File: config.mk
export PLATFORM = sky130hd
export DESIGN_NAME = cmp_arbiter
export DESIGN_NICKNAME = d
export VERILOG_FILES = /design/src/rtl/cmp_arbiter.sv
export SDC_FILE = /design/constraint.sdc
export NUM_CORES = 1
export LEC_CHECK = 0
export CAP_MARGIN = 40
export CORE_AREA = 2 2 102 104
export DETAILED_ROUTE_END_ITERATION = 16
export DIE_AREA = 0 0 104 106
export GPL_ROUTABILITY_DRIVEN = 0
export PLACE_DENSITY = 0.79
export RECOVER_POWER = 50
export SYNTH_ARGS = -nofsm -noshare
export SYNTH_HDL_FRONTEND = slang
export SYNTH_SLANG_ARGS = --single-unit
File: constraint.sdc
create_clock -name i_clk -period 2.3 [get_ports i_clk]
set_input_delay 0.46 -clock i_clk [delete_from_list [all_inputs] [get_ports i_clk]]
set_output_delay 0.46 -clock i_clk [all_outputs]
set_load 0.005 [all_outputs]
File: src/rtl/cmp_arbiter.sv
// Two-requester round-robin front end for a shared 32-bit comparator.
// Each granted request takes one compare cycle, then holds its result until it is consumed.
module cmp_arbiter (
  input  logic        i_clk,
  input  logic        i_rst_n,
  input  logic        i_req0_valid,
  output logic        o_req0_ready,
  input  logic [31:0] i_req0_a,
  input  logic [31:0] i_req0_b,
  input  logic [2:0]  i_req0_funct3,
  input  logic [3:0]  i_req0_tag,
  input  logic        i_req1_valid,
  output logic        o_req1_ready,
  input  logic [31:0] i_req1_a,
  input  logic [31:0] i_req1_b,
  input  logic [2:0]  i_req1_funct3,
  input  logic [3:0]  i_req1_tag,
  output logic [31:0] o_cmp_a,
  output logic [31:0] o_cmp_b,
  output logic        o_cmp_un,
  input  logic        i_cmp_less,
  input  logic        i_cmp_equal,
  output logic        o_rsp_valid,
  input  logic        i_rsp_ready,
  output logic        o_rsp_result,
  output logic        o_rsp_id,
  output logic [3:0]  o_rsp_tag,
  input  logic        i_flush
);

  typedef enum logic [1:0] {
    IDLE = 2'd0,
    CMP  = 2'd1,
    RESP = 2'd2
  } state_t;

  state_t      state_q;
  logic [31:0] a_q;
  logic [31:0] b_q;
  logic [2:0]  funct3_q;
  logic        un_q;
  logic [3:0]  tag_q;
  logic        id_q;
  logic        result_q;
  logic        last_id_q;

  logic        accept_d;
  logic        grant_id_d;
  logic        can_accept_d;
  logic [31:0] sel_a_d;
  logic [31:0] sel_b_d;
  logic [2:0]  sel_funct3_d;
  logic [3:0]  sel_tag_d;

  function automatic logic is_unsigned(input logic [2:0] f3);
    case (f3)
      3'b011, 3'b110, 3'b111: is_unsigned = 1'b1;
      default:                is_unsigned = 1'b0;
    endcase
  endfunction

  function automatic logic eval_result(input logic [2:0] f3, input logic less, input logic equal);
    case (f3)
      3'b000:                         eval_result = equal;
      3'b001:                         eval_result = ~equal;
      3'b010, 3'b100, 3'b011, 3'b110: eval_result = less;
      3'b101, 3'b111:                 eval_result = ~less;
      default:                        eval_result = 1'b0;
    endcase
  endfunction

  // Grant selection: a new request may enter from IDLE or when the held result is consumed.
  always_comb begin
    can_accept_d = 1'b0;
    grant_id_d   = 1'b0;
    if (i_flush) begin
      can_accept_d = 1'b0;
    end else if (state_q == IDLE) begin
      can_accept_d = 1'b1;
    end else if (state_q == RESP) begin
      can_accept_d = i_rsp_ready;
    end else begin
      can_accept_d = 1'b0;
    end
    if (i_req0_valid && i_req1_valid) begin
      grant_id_d = ~last_id_q;
    end else if (i_req1_valid) begin
      grant_id_d = 1'b1;
    end else begin
      grant_id_d = 1'b0;
    end
    accept_d     = can_accept_d & (i_req0_valid | i_req1_valid);
    sel_a_d      = grant_id_d ? i_req1_a      : i_req0_a;
    sel_b_d      = grant_id_d ? i_req1_b      : i_req0_b;
    sel_funct3_d = grant_id_d ? i_req1_funct3 : i_req0_funct3;
    sel_tag_d    = grant_id_d ? i_req1_tag    : i_req0_tag;
  end

  assign o_req0_ready = accept_d & ~grant_id_d;
  assign o_req1_ready = accept_d &  grant_id_d;

  // FSM plus operand/result registers; last_id_q resets to 1 so requester 0 wins first.
  always_ff @(posedge i_clk or negedge i_rst_n) begin
    if (!i_rst_n) begin
      state_q   <= IDLE;
      a_q       <= 32'd0;
      b_q       <= 32'd0;
      funct3_q  <= 3'd0;
      un_q      <= 1'b0;
      tag_q     <= 4'd0;
      id_q      <= 1'b0;
      result_q  <= 1'b0;
      last_id_q <= 1'b1;
    end else begin
      if (accept_d) begin
        a_q       <= sel_a_d;
        b_q       <= sel_b_d;
        funct3_q  <= sel_funct3_d;
        un_q      <= is_unsigned(sel_funct3_d);
        tag_q     <= sel_tag_d;
        id_q      <= grant_id_d;
        last_id_q <= grant_id_d;
      end
      if (i_flush) begin
        state_q <= IDLE;
      end else begin
        case (state_q)
          IDLE: state_q <= accept_d ? CMP : IDLE;
          CMP: begin
            result_q <= eval_result(funct3_q, i_cmp_less, i_cmp_equal);
            state_q  <= RESP;
          end
          RESP: begin
            if (i_rsp_ready) begin
              state_q <= accept_d ? CMP : IDLE;
            end else begin
              state_q <= RESP;
            end
          end
          default: state_q <= IDLE;
        endcase
      end
    end
  end

  assign o_cmp_a      = a_q;
  assign o_cmp_b      = b_q;
  assign o_cmp_un     = un_q;
  assign o_rsp_valid  = (state_q == RESP);
  assign o_rsp_result = result_q;
  assign o_rsp_id     = id_q;
  assign o_rsp_tag    = tag_q;

endmodule

Word-level counts from Yosys, hierarchy flattened --
Cells that the tools add are included.
Cells by class: equal/unequal tests 12, bitwise operators 9, reduce and logical (&&, ||, !) cells 7, muxes and demuxes 15
Operator list (number):
- $mux 32 | 2
- $eq 3x3->1 const B | 6
- $eq 3x2->1 const B | 3
- $mux 1 | 7
- $pmux 2 s3 | 1
- $not 1->1 | 5
- $mux 2 | 2
- $mux 4 | 1
- $pmux 1 s4 | 1
- $reduce_or 4->1 | 1
- $and 1x1->1 | 3
- $eq 3x1->1 const B | 1
- $logic_not 3->1 | 1
- $mux 3 | 1
- $reduce_or 3->1 | 1
- $eq 2x1->1 const B | 1
- $eq 2x2->1 const B | 1
- $logic_not 2->1 | 1
- $reduce_and 2->1 | 1
- $reduce_or 2->1 | 1
- $logic_and 1x1->1 | 1
- $or 1x1->1 | 1
Word-level totals: bits of input ports 150, bits in registers 77, word-level logic and storage cells 52

Depth between registers and ports, before layout --
Gate-level depths: netlist (run 1).
word-level depth 9, depth in mapped cells 7, gate-level depth less buffers 4

Worst setup path before layout (run 1) --
No wires, ideal clock.
path type input to output, from input i_flush, to output o_req0_ready, setup slack 0.412 ns, cell stages on the path 4, arrival time 1.428 ns, required time 1.840 ns, cell sequence or4_4 -> buf_6 -> buf_2 -> nor2_1
On the way: word-level cells in the longest chain between the ends 3
Ends and longest elaborated chain:
- start, declared | line 28 | input logic i_flush
- $mux 1 | line 76 | if (i_flush) begin
- $and 1x1->1 | line 92 | accept_d = can_accept_d & (i_req0_valid | i_req1_valid);
- $and 1x1->1 | line 99 | assign o_req0_ready = accept_d & ~grant_id_d;
- end, declared | line 7 | output logic o_req0_ready,
No other way between the ends.

Worst setup path after layout (run 1) --
from register last_id_q, to register id_q, in the netlist o_rsp_id
On the way: word-level cells in the longest chain between the ends 2
Ends and longest elaborated chain:
- start, declared | line 45 | logic last_id_q;
- start signal, assigned | line 122 | last_id_q <= grant_id_d;
- $not 1->1 | line 86 | grant_id_d = ~last_id_q;
- $mux 1 | line 85 | if (i_req0_valid && i_req1_valid) begin
- end signal, assigned | line 121 | id_q <= grant_id_d;
- end, declared | line 43 | logic id_q;
No other way between the ends. A chain may end at the register's enable or synchronous reset.

==> impl_results.md, run 1 <==
- Number of max-cap violations: 0
- Endpoint type of the worst setup path: register
- End-of-flow core utilization: 62.8%
- Area growth from synthesis to final layout: 75.8%
- Total clock buffers created by CTS: 9
- PD cells: 680 mW/mm^2
- Top-Level Pins: 224
- Maximum fanout along the worst path: 2
- Placed cell area: ~0.006 mm^2
- Worst voltage drop across the vdd grid: 0.000384 V
- Multi-input gate area in the final layout: 0.00151 mm^2
- Nets: 726
- Inst Count DP: 687
- Syn Nets: 488
- Most frequent standard cell in the layout excluding fill and tap cells: clkdlybuf4s50_1
- Area inside the core boundary: 0.0100 mm^2
- Headroom to the max-slew limit: 35.0%
- Aggregate routed wire length: 10.2 mm
- Upper clock frequency limit: 0.449 GHz
- Root buf cell: clkbuf_8
- Sequential area share after synthesis: 54.0%
- Synth cell types: 23
- Most Frequent Cell on Critical Path: buf_4
- Slowest stage cell on the critical path: dfstp_2
- Final max-slew violation count: 0
- Pin count of the biggest net entering global routing: 89
- Minimum clock period: 2.23 ns
- Sinks on the clock net: 77
- Clock skew: 0.0106 ns
- Post-detailed-placement half-perimeter wirelength: 7.95 mm
- Antenna diode count: 0
- Non-filler instance count after layout: roughly 720
- Port buffer count: 223
- Total of hold buffers inserted after clock tree synthesis: 0
- Synthesized cell area: ~0.0036 mm^2
- Remaining antenna violation count: 0
- Vias: 3,291
- Final non-filler cell area: 0.00628 mm^2
- Seq. cell area: 0.00193 mm^2
- FP Rows: 37
- Drt drc: 0
- Commonest cells after routing, fill and taps aside: 216 x clkdlybuf4s50_1, 76 x dfrtp_1, 74 x nand2_1
- Fill cells: roughly 840
- Via count of the first global-routing pass: 3,380
- Final setup fails: 0
- Maximum single-stage delay on the critical path: about 0.57 ns
- WL per Instance: around 14 um
- Gate count of the mapped netlist: 338
- Global-route total usage across every layer: 18.6%
- Fraction of layout cells with a size suffix above 1: 9.14%
- CTS tree: yes
- Classification of the worst setup path: reg -> reg
- Number of DRC markers after the initial detailed-route iteration: 60
- Outcome: completed
- Initial standard-cell utilization of the core: 35.7%
- Insertion delay of the later-clocked pin in the worst-skew pair: 0.33 ns
- Share of the clock period used by the worst path: 96.8%
- CP startpoint kind: register
- HP Class: in -> async
- Global-route wire length before repair: 16.3 mm
- Static power due to leakage: around 2.8 nW
- Congestion Overflow GR: 0
- Number of vias per cell: 4.60
- Synth warnings: 0
- Total Die Area: 0.0110 mm^2
- Maximum count of clock buffers along a single path: 2
- CP cell instances: a21boi_4, nor2b_4, buf_4, buf_4, buf_4, buf_4, buf_4, buf_4, buf_4, buf_4, buf_4, buf_4, a21o_1
- Number of antenna violations at the first check in global routing: 1
- Die W: 104 um
- Post-synthesis register bit count: 77
- Final Hold Vio Count: 0
- Required time reported for the critical path endpoint: 2.52 ns
- Unrepaired setup endpoints after global routing: true
- Floorplan die height: around 110 um
- Arrival @ worst endpoint: 2.44 ns
- Count of TritonRoute iterations in the first routing pass: 4
- Clock transition time at the flip-flop clock pins of the worst setup and hold paths: ~0.080 ns
- Average footprint of a synthesized cell: 10.6 um^2
- Actual transition at the worst max-transition pin: 0.975 ns
- Deepest level of the CTS H-tree: 3
-- routing by layer --
metal  vias up  part of all wire [%]  global-route usage, %
met3        21                   9.7                   8.09
met5         -                 0.049                      0
met2       143                    50                   32.8
met4         2                   2.5                   6.47
li1       1627                     -                      -
met1      1498                    38                   19.8
-- synth_stat cells, drive strengths merged --
| master | count | area share (%) |
|---|---|---|
| o21ai | 73 | 10 |
| buf | 18 | 3.4 |
| a21oi | 1 | 0.14 |
| xnor2 | 2 | 0.49 |
| or4 | 1 | 0.32 |
| nand2 | 74 | 7.8 |
| nand2b | 2 | 0.35 |
| nor2b | 3 | 0.74 |
| inv | 1 | 0.11 |
| nor2 | 3 | 0.53 |
| a22o | 1 | 0.25 |
| clkbuf | 6 | 0.74 |
| dfrtp | 76 | 53 |
| mux2i | 71 | 20 |
| dfstp | 1 | 0.74 |
| a21boi | 1 | 0.21 |
| a21o | 3 | 0.63 |
| or2 | 1 | 0.18 |
-- power by group --
part / switching [W] / internal, W / leakage, nW
registers: 0.000151 / 0.00164 / 0.952
logic: 0.000523 / 0.000930 / 1.75
clock network: 0.000472 / 0.000556 / 0.0947
-- stage by stage --
stage,hold slack (ns),power (W),setup slack (ns),setup TNS [ns]
2_1_floorplan,0.164,0.00229,0.412,0
3_3_place_gp,0.460,0.00321,-0.370,-9.65
3_5_place_dp,0.466,0.00327,-0.377,-5.68
4_1_cts,0.0958,0.00434,0.0109,0
5_1_grt,0.309,0.00453,-0.00293,-0.00293
6_report,0.252,0.00427,0.0735,0
-- flip-flops by register name, indices dropped and copies added (netlist names), 2 cells and up --
| register | count |
|---|---|
| funct3_q | 3 |
| o_cmp_a | 32 |
| o_rsp_tag | 4 |
| o_cmp_b | 32 |
| state_q | 2 |
-- layout make-up --
type                            count  area share, %
Multi-Input combinational cell    236           24.1
Inverter                            1         0.0598
Clock inverter                      3          0.718
Timing Repair Buffer              251           39.2
Clock buffer                       12           2.47
Sequential cell                    77           30.7
Tap cell                          136           2.71
-- path summary, 6_finish.rpt --
check                                            start                 endpoint  slack [ns]  cells past startpoint
worst max-delay path             last_id_q$_DFFE_PN1P_     o_rsp_id$_DFFE_PN0P_        0.07                     13
worst max register to register   last_id_q$_DFFE_PN1P_     o_rsp_id$_DFFE_PN0P_        0.07                     13
max in group asynchronous                      i_rst_n     o_rsp_id$_DFFE_PN0P_        0.57                      2
worst min-delay path                           i_rst_n  o_cmp_b[16]$_DFFE_PN0P_        0.25                      1
worst min register to register  o_cmp_a[9]$_DFFE_PN0P_   o_cmp_a[9]$_DFFE_PN0P_        0.48                      2
min in group i_clk              o_cmp_a[9]$_DFFE_PN0P_   o_cmp_a[9]$_DFFE_PN0P_        0.48                      2
-- timing repair --
| item | CTS | global route |
|---|---|---|
| setup buffers | 14 | 2 |
| pin swaps | 2 | 2 |
| cloned | 0 | 0 |
| gates resized for setup | 12 | 2 |
| endpoints found under the setup margin | 2 | 4 |
-- logic make-up (layout without fill, tap and decap cells) --
| kind of cell | Yosys count | after routing | synth area share, % |
|---|---|---|---|
| AOI/OAI and AO/OA | 79 | 79 | 11.5 |
| xor gates and xnor gates | 2 | 2 | 0.491 |
| buffers and inverters | 25 | 267 | 4.24 |
| DFF | 77 | 77 | 54.0 |
| muxes | 71 | 71 | 19.9 |
| and+or+nand+nor | 84 | 84 | 9.88 |
-- critical path: cells and delay by family (launching register included) --
family | cells | cell delay (ns)
AO/OA/AOI/OAI | 2 | 0.22
buffers and inverters | 10 | 1.21
flip-flops | 1 | 0.57
AND/OR/NAND/NOR | 1 | 0.13
Note: power is estimated with default switching activity, not from simulation.
==> run 2, diff against run 1 <==
--- a/config.mk
+++ b/config.mk
@@ -14,2 +14,3 @@
 export RECOVER_POWER = 50
+export SETUP_SLACK_MARGIN = 0.15
 export SYNTH_ARGS = -nofsm -noshare
--- a/constraint.sdc
+++ b/constraint.sdc
@@ -3,2 +3,2 @@
 set_output_delay 0.46 -clock i_clk [all_outputs]
-set_load 0.005 [all_outputs]
+set_load 0.02 [all_outputs]
==> run 2 against run 1 <==
Net effect:
- the run now ends with max-capacitance violations, max-slew violations left
- sequential power about the same
- worst setup slack better by 0.15 ns
- sequential cell count unchanged
- sequential share of layout area up 0.41 points
- routed wire length down 1.5%
- non-clock buffer count down 17
- clock-buffer cell count unchanged
- largest power group unchanged
==> impl_results.md, run 2 (same netlist as run 1, synthesis figures left out) <==
- Actual transition at the worst max-transition pin: 1.95 ns
- Maximum single-stage delay on the critical path: 0.46 ns
- Fraction of layout cells with a size suffix above 1: 6.03%
- Inst Count DP: 683
- Root buf cell: clkbuf_8
- Top-Level Pins: 224
- Maximum count of clock buffers along a single path: 2
- Fill cells: 861
- Number of antenna violations at the first check in global routing: 1
- Number of vias per cell: 4.58
- Total clock buffers created by CTS: 9
- Most frequent standard cell in the layout excluding fill and tap cells: clkdlybuf4s50_1
- Clock skew: 0.0104 ns
- Switch Pwr: approximately 0.0014 W
- CTS tree: yes
- CP cell instances: nor2b_1, or4_4, nor2b_4, buf_6
- Area inside the core boundary: 0.0100 mm^2
- Classification of the worst setup path: reg -> out
- Violated checks: max-capacitance violations, max-slew violations
- Number of max-cap violations: 1
- Share of the clock period used by the worst path: 90.1%
- FP Rows: 37
- Congestion Overflow GR: 0
- Initial standard-cell utilization of the core: 35.7%
- Floorplan die height: 106 um
- Sinks on the clock net: 77
- Static power due to leakage: ~2.7 nW
- CP startpoint kind: register
- HP Class: reg -> reg
- Unrepaired setup endpoints after global routing: false
- Nets: 709
- Min Hold Slack: 0.477 ns
- Total Die Area: 0.0110 mm^2
- Minimum clock period: around 2.1 ns
- Total of hold buffers inserted after clock tree synthesis: 0
- Die W: 104 um
- Port buffer count: 223
- Remaining antenna violation count: 0
- Global-route wire length before repair: around 17 mm
- Final max-slew violation count: 36
- Pin count of the biggest net entering global routing: a little under 90
- Required time reported for the critical path endpoint: 1.84 ns
- Via count of the first global-routing pass: 3,404
- Area growth from synthesis to final layout: 73.5%
- Setup total negative slack: 0 ns
- Non-filler instance count after layout: 700
- Clk network pwr share: approximately a quarter
- Maximum fanout along the worst path: 3
- Final setup fails: 0
- Worst Setup Slack post-DPL: -0.465 ns
- Number of DRC markers after the initial detailed-route iteration: 81
- Aggregate routed wire length: 10.1 mm
- PD cells: about 760 mW/mm^2
- Clock transition time at the flip-flop clock pins of the worst setup and hold paths: 0.07 ns
- Deepest level of the CTS H-tree: 3
- Int Pwr: roughly 0.0033 W
- End-of-flow core utilization: 61.9%
- WL per Instance: 14.4 um
- Outcome: finished, violations left
- Worst Setup Slack, final: 0.227 ns
- Endpoint type of the worst setup path: output port
- Worst voltage drop across the vdd grid: 0.000316 V
- Seq pwr share: a little under two fifths
- Arrival @ worst endpoint: 1.61 ns
- Final Hold Vio Count: 0
- Antenna diode count: 0
- Upper clock frequency limit: 0.482 GHz
- Slowest stage cell on the critical path: or4_4
- Logic gate share of total power: 36.4%
- Commonest cells after routing, fill and taps aside: 210 x clkdlybuf4s50_1, 76 x dfrtp_1, 74 x nand2_1
- Drt drc: 0
- Insertion delay of the later-clocked pin in the worst-skew pair: 0.34 ns
- Headroom to the max-slew limit: -30.1%
- Proportion of total power due to net switching: between 30 and 40%
- Post-detailed-placement half-perimeter wirelength: 7.94 mm
- Count of TritonRoute iterations in the first routing pass: 4
- Global-route total usage across every layer: 18.9%
- Vias: 3,206
run 2: cell count changes in the layout (fill, tap and decap cells not counted), moves of 3 or more:
cell,before,now
clkdlybuf4s50_1,216,210
buf_4,24,9
dlygate4sd3_1,0,6
o21ai_0,43,60
o21ai_1,30,13
clkbuf_2,3,0
run 2: critical path, delay by kind of cell (launching register included):
family	cells	cell delay, ns
AND/OR/NAND/NOR	3	0.77
flip-flops	1	0.39
buffers and inverters	1	0.12
run 2: path summary, 6_finish.rpt:
check,from,to,slack (ns),depth (start not counted)
setup / recovery,state_q[1]$_DFF_PN0_,o_req1_ready,0.23,4
hold / removal,o_cmp_b[11]$_DFFE_PN0P_,o_cmp_b[11]$_DFFE_PN0P_,0.48,2
setup reg to reg,state_q[1]$_DFF_PN0_,o_cmp_un$_DFFE_PN0P_,0.29,5
hold reg to reg,o_cmp_b[11]$_DFFE_PN0P_,o_cmp_b[11]$_DFFE_PN0P_,0.48,2
max in group asynchronous,i_rst_n,o_cmp_b[1]$_DFFE_PN0P_,0.50,1
min in group asynchronous,i_rst_n,o_cmp_b[6]$_DFFE_PN0P_,0.66,1
run 2: stage by stage:
step                total power [W]  cell area [um^2]
global placement            0.00352              5910
floorplan                   0.00260              3570
finish                      0.00473              6190
CTS                         0.00482              6200
detailed placement          0.00358              5950
global route                0.00500              6190
run 2: area by class of cell:
cell class / count / area, um^2 / share of cell area [%]
Timing Repair Buffer: 234 / 2350 / 37.9
Sequential cell: 77 / 1930 / 31.1
Multi-Input combinational cell: 236 / 1500 / 24.3
Tap cell: 136 / 170 / 2.75
Clock buffer: 12 / 145 / 2.34
Clock inverter: 4 / 95.1 / 1.54
Inverter: 1 / 3.75 / 0.0606
run 2: what timing repair did:
action,in CTS,in global routing
setup buffers,1,0
gates resized for setup,18,0
endpoints found under the setup margin,3,0
run 2: power groups by stage:
stage               registers, W  clock network (W)  logic (W)
finish                   0.00179            0.00122    0.00172
global route             0.00183            0.00132    0.00186
CTS                      0.00179            0.00126    0.00177
detailed placement       0.00182                  0    0.00176
global placement         0.00180                  0    0.00172
floorplan                0.00214                  0   0.000459
run 2: layer usage:
layer / up-vias / global-route usage [%] / routed length (um)
li1: 1598 / - / -
met1: 1454 / 21.0 / 3890
met2: 132 / 34.0 / 5160
met3: 20 / 6.01 / 806
met4: 2 / 6.66 / 205
met5: - / 0 / 16
